===== config.mk =====
export PLATFORM = sky130hd
export DESIGN_NAME = imem_uart_loader
export DESIGN_NICKNAME = d
export VERILOG_FILES = /design/src/rtl/imem_uart_loader.sv
export SDC_FILE = /design/constraint.sdc
export NUM_CORES = 1
export LEC_CHECK = 0
export ABC_AREA = 1
export CAP_MARGIN = 30
export CELL_PAD_IN_SITES_DETAIL_PLACEMENT = 0
export CELL_PAD_IN_SITES_GLOBAL_PLACEMENT = 1
export CORE_ASPECT_RATIO = 0.75
export CORE_MARGIN = 4
export CORE_UTILIZATION = 39
export CTS_CLUSTER_DIAMETER = 200
export DETAILED_ROUTE_END_ITERATION = 10
export GPL_TIMING_DRIVEN = 0
export PLACE_DENSITY_LB_ADDON = 0.1
export SLEW_MARGIN = 0
export SYNTH_ARGS = -nofsm -noshare
export SYNTH_HDL_FRONTEND = slang
export SYNTH_SLANG_ARGS = --single-unit

===== constraint.sdc =====
create_clock -name clock -period 2.2 [get_ports clock]
set_clock_uncertainty 0.2 [all_clocks]
set_input_delay 0.33 -clock clock [delete_from_list [all_inputs] [get_ports clock]]
set_output_delay 0.33 -clock clock [all_outputs]
set_load 0.02 [all_outputs]

===== src/rtl/imem_uart_loader.sv =====
// UART program loader: receives 8N1 bytes, packs them big-endian into 32-bit words
// and writes them sequentially into instruction memory while holding the CPU in reset.
module imem_uart_loader #(
   parameter int CLKS_PER_BIT = 434,
   parameter int ADDR_W       = 10
) (
   input  logic              clock,
   input  logic              reset,
   input  logic              rx,
   input  logic              load_en,
   output logic              wr_en,
   output logic [ADDR_W-1:0] wr_addr,
   output logic [31:0]       wr_data,
   output logic              cpu_hold,
   output logic [15:0]       word_count,
   output logic              frame_err
);

   // state | meaning
   // IDLE  | line idle, waiting for a falling edge on synced rx
   // START | timing to the middle of the start bit, rejecting glitches
   // DATA  | sampling 8 data bits LSB first, one per bit period
   // STOP  | sampling the stop bit; high = byte valid, low = framing error
   typedef enum logic [1:0] {IDLE, START, DATA, STOP} rx_state_t;

   localparam int TMR_W = $clog2(CLKS_PER_BIT);
   localparam logic [TMR_W-1:0] TMR_FULL = TMR_W'(CLKS_PER_BIT - 1);
   localparam logic [TMR_W-1:0] TMR_HALF = TMR_W'(CLKS_PER_BIT / 2 - 1);

   rx_state_t        state, state_nxt;
   logic [TMR_W-1:0] tmr, tmr_nxt;
   logic [2:0]       bit_idx, bit_nxt;
   logic [7:0]       shift, shift_nxt;
   logic             byte_ok, byte_bad;

   logic             rx_meta, rx_sync;
   logic             load_en_q;
   logic [1:0]       byte_cnt;
   logic [23:0]      word_buf;
   logic             load_rise;

   assign load_rise = load_en & ~load_en_q;

   always_ff @(posedge clock) begin
      if (!reset) begin
         rx_meta <= 1'b1;
         rx_sync <= 1'b1;
         state   <= IDLE;
         tmr     <= '0;
         bit_idx <= '0;
         shift   <= '0;
      end else begin
         rx_meta <= rx;
         rx_sync <= rx_meta;
         state   <= state_nxt;
         tmr     <= tmr_nxt;
         bit_idx <= bit_nxt;
         shift   <= shift_nxt;
      end
   end

   always_comb begin
      state_nxt = state;
      tmr_nxt   = tmr + TMR_W'(1);
      bit_nxt   = bit_idx;
      shift_nxt = shift;
      byte_ok   = 1'b0;
      byte_bad  = 1'b0;
      if (!load_en) begin
         state_nxt = IDLE;
         tmr_nxt   = '0;
      end else begin
         case (state)
            IDLE: begin
               tmr_nxt = '0;
               if (!rx_sync) state_nxt = START;
            end
            START: begin
               if (tmr == TMR_HALF) begin
                  tmr_nxt   = '0;
                  bit_nxt   = '0;
                  state_nxt = rx_sync ? IDLE : DATA;
               end
            end
            DATA: begin
               if (tmr == TMR_FULL) begin
                  tmr_nxt            = '0;
                  shift_nxt[bit_idx] = rx_sync;
                  bit_nxt            = bit_idx + 3'd1;
                  if (bit_idx == 3'd7) state_nxt = STOP;
               end
            end
            STOP: begin
               if (tmr == TMR_FULL) begin
                  tmr_nxt   = '0;
                  state_nxt = IDLE;
                  byte_ok   = rx_sync;
                  byte_bad  = ~rx_sync;
               end
            end
            default: state_nxt = IDLE;
         endcase
      end
   end

   // Word packing and the write port; the address bump lands the cycle after the strobe.
   always_ff @(posedge clock) begin
      if (!reset) begin
         load_en_q  <= 1'b0;
         byte_cnt   <= '0;
         word_buf   <= '0;
         wr_en      <= 1'b0;
         wr_addr    <= '0;
         wr_data    <= '0;
         word_count <= '0;
         frame_err  <= 1'b0;
         cpu_hold   <= 1'b0;
      end else begin
         load_en_q <= load_en;
         wr_en     <= 1'b0;
         cpu_hold  <= load_en | (byte_cnt != 2'd0) | wr_en;

         if (wr_en) begin
            wr_addr <= wr_addr + ADDR_W'(4);
            if (word_count != 16'hFFFF) word_count <= word_count + 16'd1;
         end

         if (!load_en) begin
            byte_cnt <= '0;
         end else if (byte_bad) begin
            frame_err <= 1'b1;
            byte_cnt  <= '0;
         end else if (byte_ok) begin
            word_buf <= {word_buf[15:0], shift};
            byte_cnt <= byte_cnt + 2'd1;
            if (byte_cnt == 2'd3) begin
               wr_en   <= 1'b1;
               wr_data <= {word_buf, shift};
            end
         end

         if (load_rise) begin
            wr_addr    <= '0;
            word_count <= '0;
            frame_err  <= 1'b0;
         end
      end
   end

endmodule


==> impl_metrics.sql, run 1 <==
INSERT INTO impl_metrics (metric_group, metric, value, unit) VALUES
('run_status', 'run_status', 'finished clean', ''),
('hold_path', 'min_path_type', 'reg2reg', ''),
('grt', 'first_pass_grt_wire_length', '17900', 'um'),
('worst_setup_path', 'cpMaxStageDelayCell', 'sky130_fd_sc_hd__dfxtp_2', ''),
('placed_design', 'gp_routability_congestion', '0.802', ''),
('route', 'detail_route.first_pass.iterations', '4', ''),
('clock_network', 'cts-root-buf', 'sky130_fd_sc_hd__clkbuf_16', ''),
('worst_setup_path', 'cp_max_fo', '10', ''),
('timing', 'hold_viol_final', '0', ''),
('route', 'detail_route.wirelength', '10900', 'um'),
('clock_network', 'insertion_delay', '0.35', 'ns'),
('yosys', 'synth_warnings', '0', ''),
('worst_setup_path', 'cp-start-kind', 'register', ''),
('die', 'chip_width', '134', 'um'),
('yosys', 'ys_ff_latch', '110', ''),
('finish', 'commonest_cells_after_routing_fill_and_taps_aside', 'sky130_fd_sc_hd__nand2_1 (199), sky130_fd_sc_hd__dfxtp_1 (108), sky130_fd_sc_hd__a21oi_1 (82)', ''),
('finish', 'mostFrequentLayoutCell', 'sky130_fd_sc_hd__nand2_1', ''),
('placed_design', 'numPortBuffers', '62', ''),
('die', 'die-height', '102', 'um'),
('clock_network', 'clock_pin_slew_reported_for_the_worst_setup_and_hold_paths_after_clock_tree_synthesis', '0.07', 'ns'),
('worst_setup_path', 'critical_path_required', '2.26', 'ns'),
('finish', 'area.growth.synth_to_final', '24.6', '%'),
('clock_network', 'cts_max_path_buffers', '2', ''),
('die', 'io_pins', '65', ''),
('worst_setup_path', 'timing.critical_path.to_type', 'register', ''),
('pwr', 'power.ir.vdd_worst', '0.432', 'mV'),
('route', 'ant_nets', '0', ''),
('clock_network', 'cts_hold_buf', '0', ''),
('pwr', 'leakagePower', '2.06', 'nW'),
('route', 'wirelength_met1', '5640', 'um'),
('timing', 'drv_slew', '0', ''),
('hold_path', 'worstHoldEndpoint', 'rx_sync$_SDFF_PN1_', ''),
('hold_path', 'holdCritStartpoint', 'rx_meta$_SDFF_PN1_', ''),
('route', 'dr_wl_met2', '4680', 'um'),
('worst_setup_path', 'regToRegStartpoint', 'word_count[0]$_SDFFE_PP0P_', ''),
('route', 'highest-signal-layer', 'met4', ''),
('finish', 'post_route_cells_drive_above_1_share', '7.04', '%'),
('die', 'initial_utilization', '39.9', '%'),
('grt', 'number_of_antenna_violations_at_the_first_check_in_global_routing', '0', ''),
('finish', 'postLayoutCoreUtil', '49.7', '%'),
('yosys', 'synth_cells', '631', ''),
('yosys', 'synthesis.area_per_instance', '7.35', 'um2'),
('clock_network', 'post-cts-setup-buffers', '0', ''),
('finish', 'fin_nets', '718', ''),
('worst_setup_path', 'worst-setup-path-type', 'reg2reg', ''),
('route', 'vias_per_cell', '4.70', ''),
('yosys', 'mappedNetlistArea', '4640', 'um2'),
('worst_setup_path', 'worstPathArrival', '2.08', 'ns'),
('timing', 'grt_setup_unrepaired', 'false', ''),
('grt', 'number_of_global_route_vias_before_repair', '3731', ''),
('timing', 'fmax', '495', 'MHz'),
('route', 'via_count_of_the_routed_design', '4095', ''),
('placed_design', 'post_placement_cell_count', '856', ''),
('route', 'post-route-drc-count', '0', ''),
('placed_design', 'dp.final_hpwl', '8300', 'um'),
('run', 'drv_cap', '0', ''),
('clock_network', 'tritoncts.num_buffers', '9', ''),
('finish', 'final_cell_count_no_fill', '872', ''),
('clock_network', 'cts_max_level', '3', ''),
('timing', 'timing.max_slew.rel_slack', '53.3', '%'),
('timing', 'layout_worst_path_cycle_share', '91.9', '%'),
('clock_network', 'cts.sink_count', '110', ''),
('die', 'core', '11600', 'um2'),
('hold_path', 'hold-path-cell-count', '1', ''),
('pwr', 'pwr_density_cell', '649', 'nW/um2'),
('timing', 'setup_violation_total_in_the_final_timing_report', '0', ''),
('worst_setup_path', 'critPathMostFrequentCell', 'sky130_fd_sc_hd__nand2_1', ''),
('finish', 'final_antenna_diode_count', '0', ''),
('pwr', 'report.power.total', '3.74', 'mW'),
('timing', 'actual_slew_at_the_worst_max_slew_pin', '0.698', 'ns'),
('die', 'die-area', '13700', 'um2');
==> state kept, by name, indices dropped and copies added (netlist names), named ones only <==
register / count
wr_data: 32
word_buf: 24
word_count: 16
tmr: 9
shift: 8
wr_addr: 8
bit_idx: 3
byte_cnt: 2
cpu_hold: 1
frame_err: 1
load_en_q: 1
rx_meta: 1
rx_sync: 1
state: 1
wr_en: 1
==> synth_stat cells <==
cell,instances,share of area [%]
sky130_fd_sc_hd__nand2_2,1,0.14
sky130_fd_sc_hd__xor2_1,4,0.76
sky130_fd_sc_hd__nor3b_1,1,0.16
sky130_fd_sc_hd__a21oi_1,82,8.9
sky130_fd_sc_hd__nor3_1,10,1.1
sky130_fd_sc_hd__or2_2,3,0.40
sky130_fd_sc_hd__o21ai_0,20,2.2
sky130_fd_sc_hd__buf_4,2,0.32
sky130_fd_sc_hd__inv_2,3,0.24
sky130_fd_sc_hd__nand4_1,9,1.2
sky130_fd_sc_hd__nor2_2,1,0.14
sky130_fd_sc_hd__nand2_4,3,0.73
sky130_fd_sc_hd__a31oi_1,4,0.54
sky130_fd_sc_hd__nor2_4,2,0.49
sky130_fd_sc_hd__nand2_1,199,16
sky130_fd_sc_hd__dfxtp_1,110,48
sky130_fd_sc_hd__conb_1,1,0.081
sky130_fd_sc_hd__nand3_1,19,2.1
sky130_fd_sc_hd__nor4_2,1,0.27
sky130_fd_sc_hd__nor2_1,64,5.2
sky130_fd_sc_hd__buf_6,7,1.7
sky130_fd_sc_hd__buf_2,4,0.43
sky130_fd_sc_hd__clkbuf_1,12,0.97
sky130_fd_sc_hd__nand4_4,1,0.46
sky130_fd_sc_hd__o211ai_1,1,0.16
sky130_fd_sc_hd__inv_4,1,0.14
sky130_fd_sc_hd__inv_1,53,4.3
sky130_fd_sc_hd__nor2_8,1,0.43
sky130_fd_sc_hd__xnor2_1,3,0.57
sky130_fd_sc_hd__ha_1,9,2.4
==> through the flow <==
step	TNS, ns	setup slack, ns	hold slack [ns]	instance area [um2]
global placement	-10.39	-0.260	0.206	5460
finish	0	0.179	0.218	5770
detailed placement	-10.45	-0.237	0.207	5460
CTS	0	0.101	0.226	5770
floorplan	0	0.270	0.193	4640
global route	0	0.0131	0.239	5770
==> worst max path at each step <==
stage                     slack [ns]                       start  depth (start not counted)                           to
after floorplan                 0.27  word_count[0]$_SDFFE_PP0P_                         10  word_count[13]$_SDFFE_PP0P_
after global placement         -0.26                       reset                          5      wr_data[4]$_SDFFE_PN0P_
after detailed placement       -0.24                       reset                          5      wr_data[5]$_SDFFE_PN0P_
after CTS                       0.10                       reset                          5      wr_data[5]$_SDFFE_PN0P_
after global routing            0.01  word_count[0]$_SDFFE_PP0P_                         10   word_count[5]$_SDFFE_PP0P_
final                           0.18  word_count[0]$_SDFFE_PP0P_                         10   word_count[5]$_SDFFE_PP0P_
==> logic make-up (layout without fill, tap and decap cells) <==
group                      count (synthesis)  after routing  synth area share [%]
AOI/OAI and AO/OA                        107            107                  11.7
xor gates and xnor gates                   7              7                  1.32
adders and majority gates                  9              9                  2.43
buffers and inverters                     82            160                  8.10
DFF                                      110            110                  47.5
other                                      1              2                0.0809
and+or+nand+nor                          315            315                  28.9
==> power by group <==
part / switching, mW / total (mW) / leakage [nW] / internal [mW]
clock network: 0.765 / 1.66 / 0.148 / 0.898
registers: 0.00477 / 2.00 / 0.888 / 1.99
logic: 0.0607 / 0.0839 / 1.02 / 0.0232
==> layer usage <==
layer  global-route usage [%]  vias to the layer above
met2                     25.0                       53
li1                         -                     2147
met3                     3.89                        8
met5                        0                        -
met1                     22.9                     1887
met4                     4.51                        0
==> layout make-up <==
cell class | instances | area (um2)
Clock buffer | 9 | 225
Sequential cell | 110 | 2200
Fill cell | 1148 | 5840
Multi-Input combinational cell | 440 | 2060
Clock inverter | 7 | 80.1
Buffer | 25 | 160
Timing Repair Buffer | 62 | 621
Tap cell | 162 | 203
Inverter | 57 | 216
==> critical path, delay by kind of cell, from the launching register on <==
kind / cells / cell delay, ns
adder cells (fa/ha/maj): 1 / 0.24
AO/OA/AOI/OAI: 1 / 0.18
flip-flops: 1 / 0.35
buffers and inverters: 2 / 0.49
AND/OR/NAND/NOR: 6 / 0.48
No activity file was read; power rests on OpenSTA's default activity.
==> inputs of run 2 (changes only) <==
--- a/config.mk
+++ b/config.mk
@@ -12,6 +12,7 @@
 export CORE_ASPECT_RATIO = 0.75
 export CORE_MARGIN = 4
 export CORE_UTILIZATION = 39
+export CTS_BUF_LIST = sky130_fd_sc_hd__clkbuf_16
 export CTS_CLUSTER_DIAMETER = 200
 export DETAILED_ROUTE_END_ITERATION = 10
 export GPL_TIMING_DRIVEN = 0
==> results of run 2 <==
Final layout, timing and power as in run 1 (identical DEF).
==> inputs of run 3 (changes only) <==
--- a/config.mk
+++ b/config.mk
@@ -11,11 +11,13 @@
 export CELL_PAD_IN_SITES_GLOBAL_PLACEMENT = 1
 export CORE_ASPECT_RATIO = 0.75
 export CORE_MARGIN = 4
-export CORE_UTILIZATION = 39
+export CORE_UTILIZATION = 24
 export CTS_BUF_LIST = sky130_fd_sc_hd__clkbuf_16
 export CTS_CLUSTER_DIAMETER = 200
+export CTS_CLUSTER_SIZE = 8
 export DETAILED_ROUTE_END_ITERATION = 10
 export GPL_TIMING_DRIVEN = 0
+export MAX_ROUTING_LAYER = met4
 export PLACE_DENSITY_LB_ADDON = 0.1
 export SLEW_MARGIN = 0
 export SYNTH_ARGS = -nofsm -noshare
==> impl_metrics.sql, run 3 (synthesized netlist as in run 1, its figures left out) <==
INSERT INTO impl_metrics (metric_group, metric, value, unit) VALUES
('clock_network', 'cts_max_path_buffers', '2', ''),
('timing', 'timing.final.crit_period', '2.03', 'ns'),
('run', 'drv_cap', '0', ''),
('finish', 'final_antenna_diode_count', '0', ''),
('grt', 'number_of_global_route_vias_before_repair', '4010', ''),
('worst_setup_path', 'cpMaxStageDelayCell', 'sky130_fd_sc_hd__dfxtp_1', ''),
('die', 'die-height', '128', 'um'),
('finish', 'mostFrequentLayoutCell', 'sky130_fd_sc_hd__nand2_1', ''),
('pwr', 'leakagePower', '2.04', 'nW'),
('pwr', 'power.net_switching', '0.882', 'mW'),
('timing', 'timing.max_slew.rel_slack', '48.5', '%'),
('pwr', 'p_int', '2.81', 'mW'),
('clock_network', 'tritoncts.num_buffers', '9', ''),
('clock_network', 'cts_tree', 'yes', ''),
('placed_design', 'pre_cts_ws', '-0.460', 'ns'),
('clock_network', 'post-cts-setup-buffers', '0', ''),
('grt', 'gr-usage-all-layers', '12.5', '%'),
('placed_design', 'numPortBuffers', '62', ''),
('worst_setup_path', 'cp-start-kind', 'register', ''),
('timing', 'drv_slew', '0', ''),
('run_status', 'run_status', 'finished clean', ''),
('worst_setup_path', 'worstPathArrival', '2.05', 'ns'),
('timing', 'setup_slack', '0.169', 'ns'),
('finish', 'layout_top_registers', 'wr_data x32, word_buf x24, word_count x16', ''),
('placed_design', 'gp_routability_congestion', '0.767', ''),
('pwr', 'report.power.total', '3.69', 'mW'),
('finish', 'post_route_cells_drive_above_1_share', '7.05', '%'),
('pwr', 'power_switching_share', '23.9', '%'),
('hold_path', 'min_path_type', 'reg2reg', ''),
('route', 'routed_wire_length_per_instance', '13.2', 'um'),
('route', 'post-route-drc-count', '0', ''),
('worst_setup_path', 'path_cells', 'inv_1 > ha_1 > nand2_1 > nor2_2 > nand2_4 > nor2_8 > nand2_4 > inv_6 > nand2_4 > buf_6 > nand2_1 > a21oi_1', ''),
('worst_setup_path', 'crit_path_max_incr_delay', '0.32', 'ns'),
('finish', 'largest_register_ff_count', '32', ''),
('worst_setup_path', 'timing.critical_path.to_type', 'register', ''),
('finish', 'max_flop_register', 'wr_data', ''),
('timing', 'grt_setup_unrepaired', 'false', ''),
('finish', 'register_area', '2200', 'um2'),
('clock_network', 'cts_max_level', '3', ''),
('timing', 'setup_violation_total_in_the_final_timing_report', '0', ''),
('pwr', 'pwr_density_cell', '629', 'nW/um2'),
('worst_setup_path', 'critical_path_required', '2.22', 'ns'),
('route', 'detail_route.first_pass.iterations', '4', ''),
('finish', 'multi_input_comb_area', '2060', 'um2'),
('grt', 'first_pass_grt_wire_length', '20900', 'um'),
('route', 'ant_nets', '0', ''),
('pwr', 'comb_power_share', '2.3', '%'),
('grt', 'grt_max_degree', '20', ''),
('clock_network', 'insertion_delay', '0.36', 'ns'),
('finish', 'fillers', '2011', ''),
('clock_network', 'cts.sink_count', '110', ''),
('finish', 'postLayoutCoreUtil', '31.3', '%'),
('clock_network', 'cts-root-buf', 'sky130_fd_sc_hd__clkbuf_16', ''),
('timing', 'actual_slew_at_the_worst_max_slew_pin', '0.769', 'ns'),
('die', 'io_pins', '65', ''),
('route', 'via_count_of_the_routed_design', '4098', ''),
('die', 'chip_width', '168', 'um'),
('timing', 'hold_viol_final', '0', ''),
('timing', 'fmax', '492', 'MHz'),
('die', 'die-area', '21600', 'um2'),
('worst_setup_path', 'cp_max_fo', '10', ''),
('route', 'detail_route.wirelength', '12600', 'um'),
('pwr', 'power.ir.vdd_worst', '0.325', 'mV'),
('pwr', 'clkPwrFrac', '43.5', '%'),
('timing', 'layout_worst_path_cycle_share', '92.3', '%'),
('worst_setup_path', 'worst-setup-path-type', 'reg2reg', ''),
('die', 'rows', '43', ''),
('pwr', 'portion_of_total_power_attributed_to_sequential_cells', '54.2', '%'),
('route', 'number_of_design_rule_violations_left_by_the_first_detailed_router_iteration', '183', ''),
('clock_network', 'cts_hold_buf', '0', ''),
('grt', 'number_of_antenna_violations_at_the_first_check_in_global_routing', '0', ''),
('worst_setup_path', 'critical_path_buf_inv_count', '3', ''),
('route', 'vias_per_cell', '4.29', ''),
('finish', 'commonest_cells_after_routing_fill_and_taps_aside', 'sky130_fd_sc_hd__nand2_1 (199), sky130_fd_sc_hd__dfxtp_1 (108), sky130_fd_sc_hd__a21oi_1 (82)', ''),
('die', 'core', '18700', 'um2'),
('die', 'initial_utilization', '24.8', '%'),
('placed_design', 'dp.final_hpwl', '9450', 'um'),
('grt', 'grt_overflow', '0', ''),
('finish', 'area.growth.synth_to_final', '26.4', '%'),
('clock_network', 'clock_pin_slew_reported_for_the_worst_setup_and_hold_paths_after_clock_tree_synthesis', '0.08', 'ns'),
('finish', 'fin_nets', '717', ''),
('worst_setup_path', 'cpLargestDelayFamily', 'simple AND/OR/NAND/NOR gates', ''),
('worst_setup_path', 'critPathMostFrequentCell', 'sky130_fd_sc_hd__nand2_4', '');
run 3: changes by cell type in the layout (fill, tap and decap cells not counted), sizes merged:
cell | previous run | this run
buf | 13 | 12
bufinv | 1 | 0
inv | 59 | 60
run 3: layer usage:
metal | vias to the layer above | global-route usage (%) | part of all wire (%)
li1 | 2155 | - | -
met1 | 1867 | 17.5 | 54
met2 | 67 | 18.2 | 42
met3 | 9 | 3.10 | 3.6
met4 | 0 | 3.15 | 1.0
met5 | - | - | 0
run 3: worst reg2reg max path, cell delays in order, from the launching register on:
cell and delay [ns]:
sky130_fd_sc_hd__dfxtp_1 0.32, sky130_fd_sc_hd__inv_1 0.09, sky130_fd_sc_hd__ha_1 0.15, sky130_fd_sc_hd__nand2_1 0.06, sky130_fd_sc_hd__nor2_2 0.17, sky130_fd_sc_hd__nand2_4 0.12, sky130_fd_sc_hd__nor2_8 0.16, sky130_fd_sc_hd__nand2_4 0.12
sky130_fd_sc_hd__inv_6 0.12, sky130_fd_sc_hd__nand2_4 0.11, sky130_fd_sc_hd__buf_6 0.17, sky130_fd_sc_hd__nand2_1 0.06, sky130_fd_sc_hd__a21oi_1 0.06
run 3: area by class of cell:
type / instances / share of cell area (%)
sequential: 110 / 37.6
multi-input combinational: 440 / 35.2
timing repair buffer: 62 / 10.6
tap: 247 / 5.27
clock buffer: 9 / 3.84
inverter: 57 / 3.74
buffer: 24 / 2.71
clock inverter: 7 / 0.982
run 3: per-stage QoR:
stage	area (um2)	hold slack, ns	instances	setup TNS (ns)
after floorplan	4640	0.193	632	0
after global placement	5570	0.197	941	-19.22
after detailed placement	5570	0.202	941	-19.24
after CTS	5850	0.223	957	0
after global routing	5860	0.236	956	0
final	5860	0.220	956	0
run 3: repair_timing:
item | in CTS | in global routing
gates cloned | 0 | 0
resized for setup | 1 | 6
setup endpoints to repair | 10 | 51
run 3: path summary, 6_finish.rpt:
check	startpoint	to	slack [ns]	cells past startpoint
setup reg to reg	tmr[1]$_SDFF_PN0_	wr_data[17]$_SDFFE_PN0P_	0.17	12
setup / recovery	tmr[1]$_SDFF_PN0_	wr_data[17]$_SDFFE_PN0P_	0.17	12
hold reg to reg	rx_meta$_SDFF_PN1_	rx_sync$_SDFF_PN1_	0.22	1
hold / removal	rx_meta$_SDFF_PN1_	rx_sync$_SDFF_PN1_	0.22	1
run 3: power groups by stage:
stage          combinational [mW]  clock (mW)  sequential (mW)
2_1_floorplan              0.0522           0             2.05
3_3_place_gp               0.0872           0             2.05
3_5_place_dp               0.0871           0             2.05
5_1_grt                    0.0978        1.76             2.00
4_1_cts                    0.0874        1.69             2.00
6_report                   0.0851        1.60             2.00
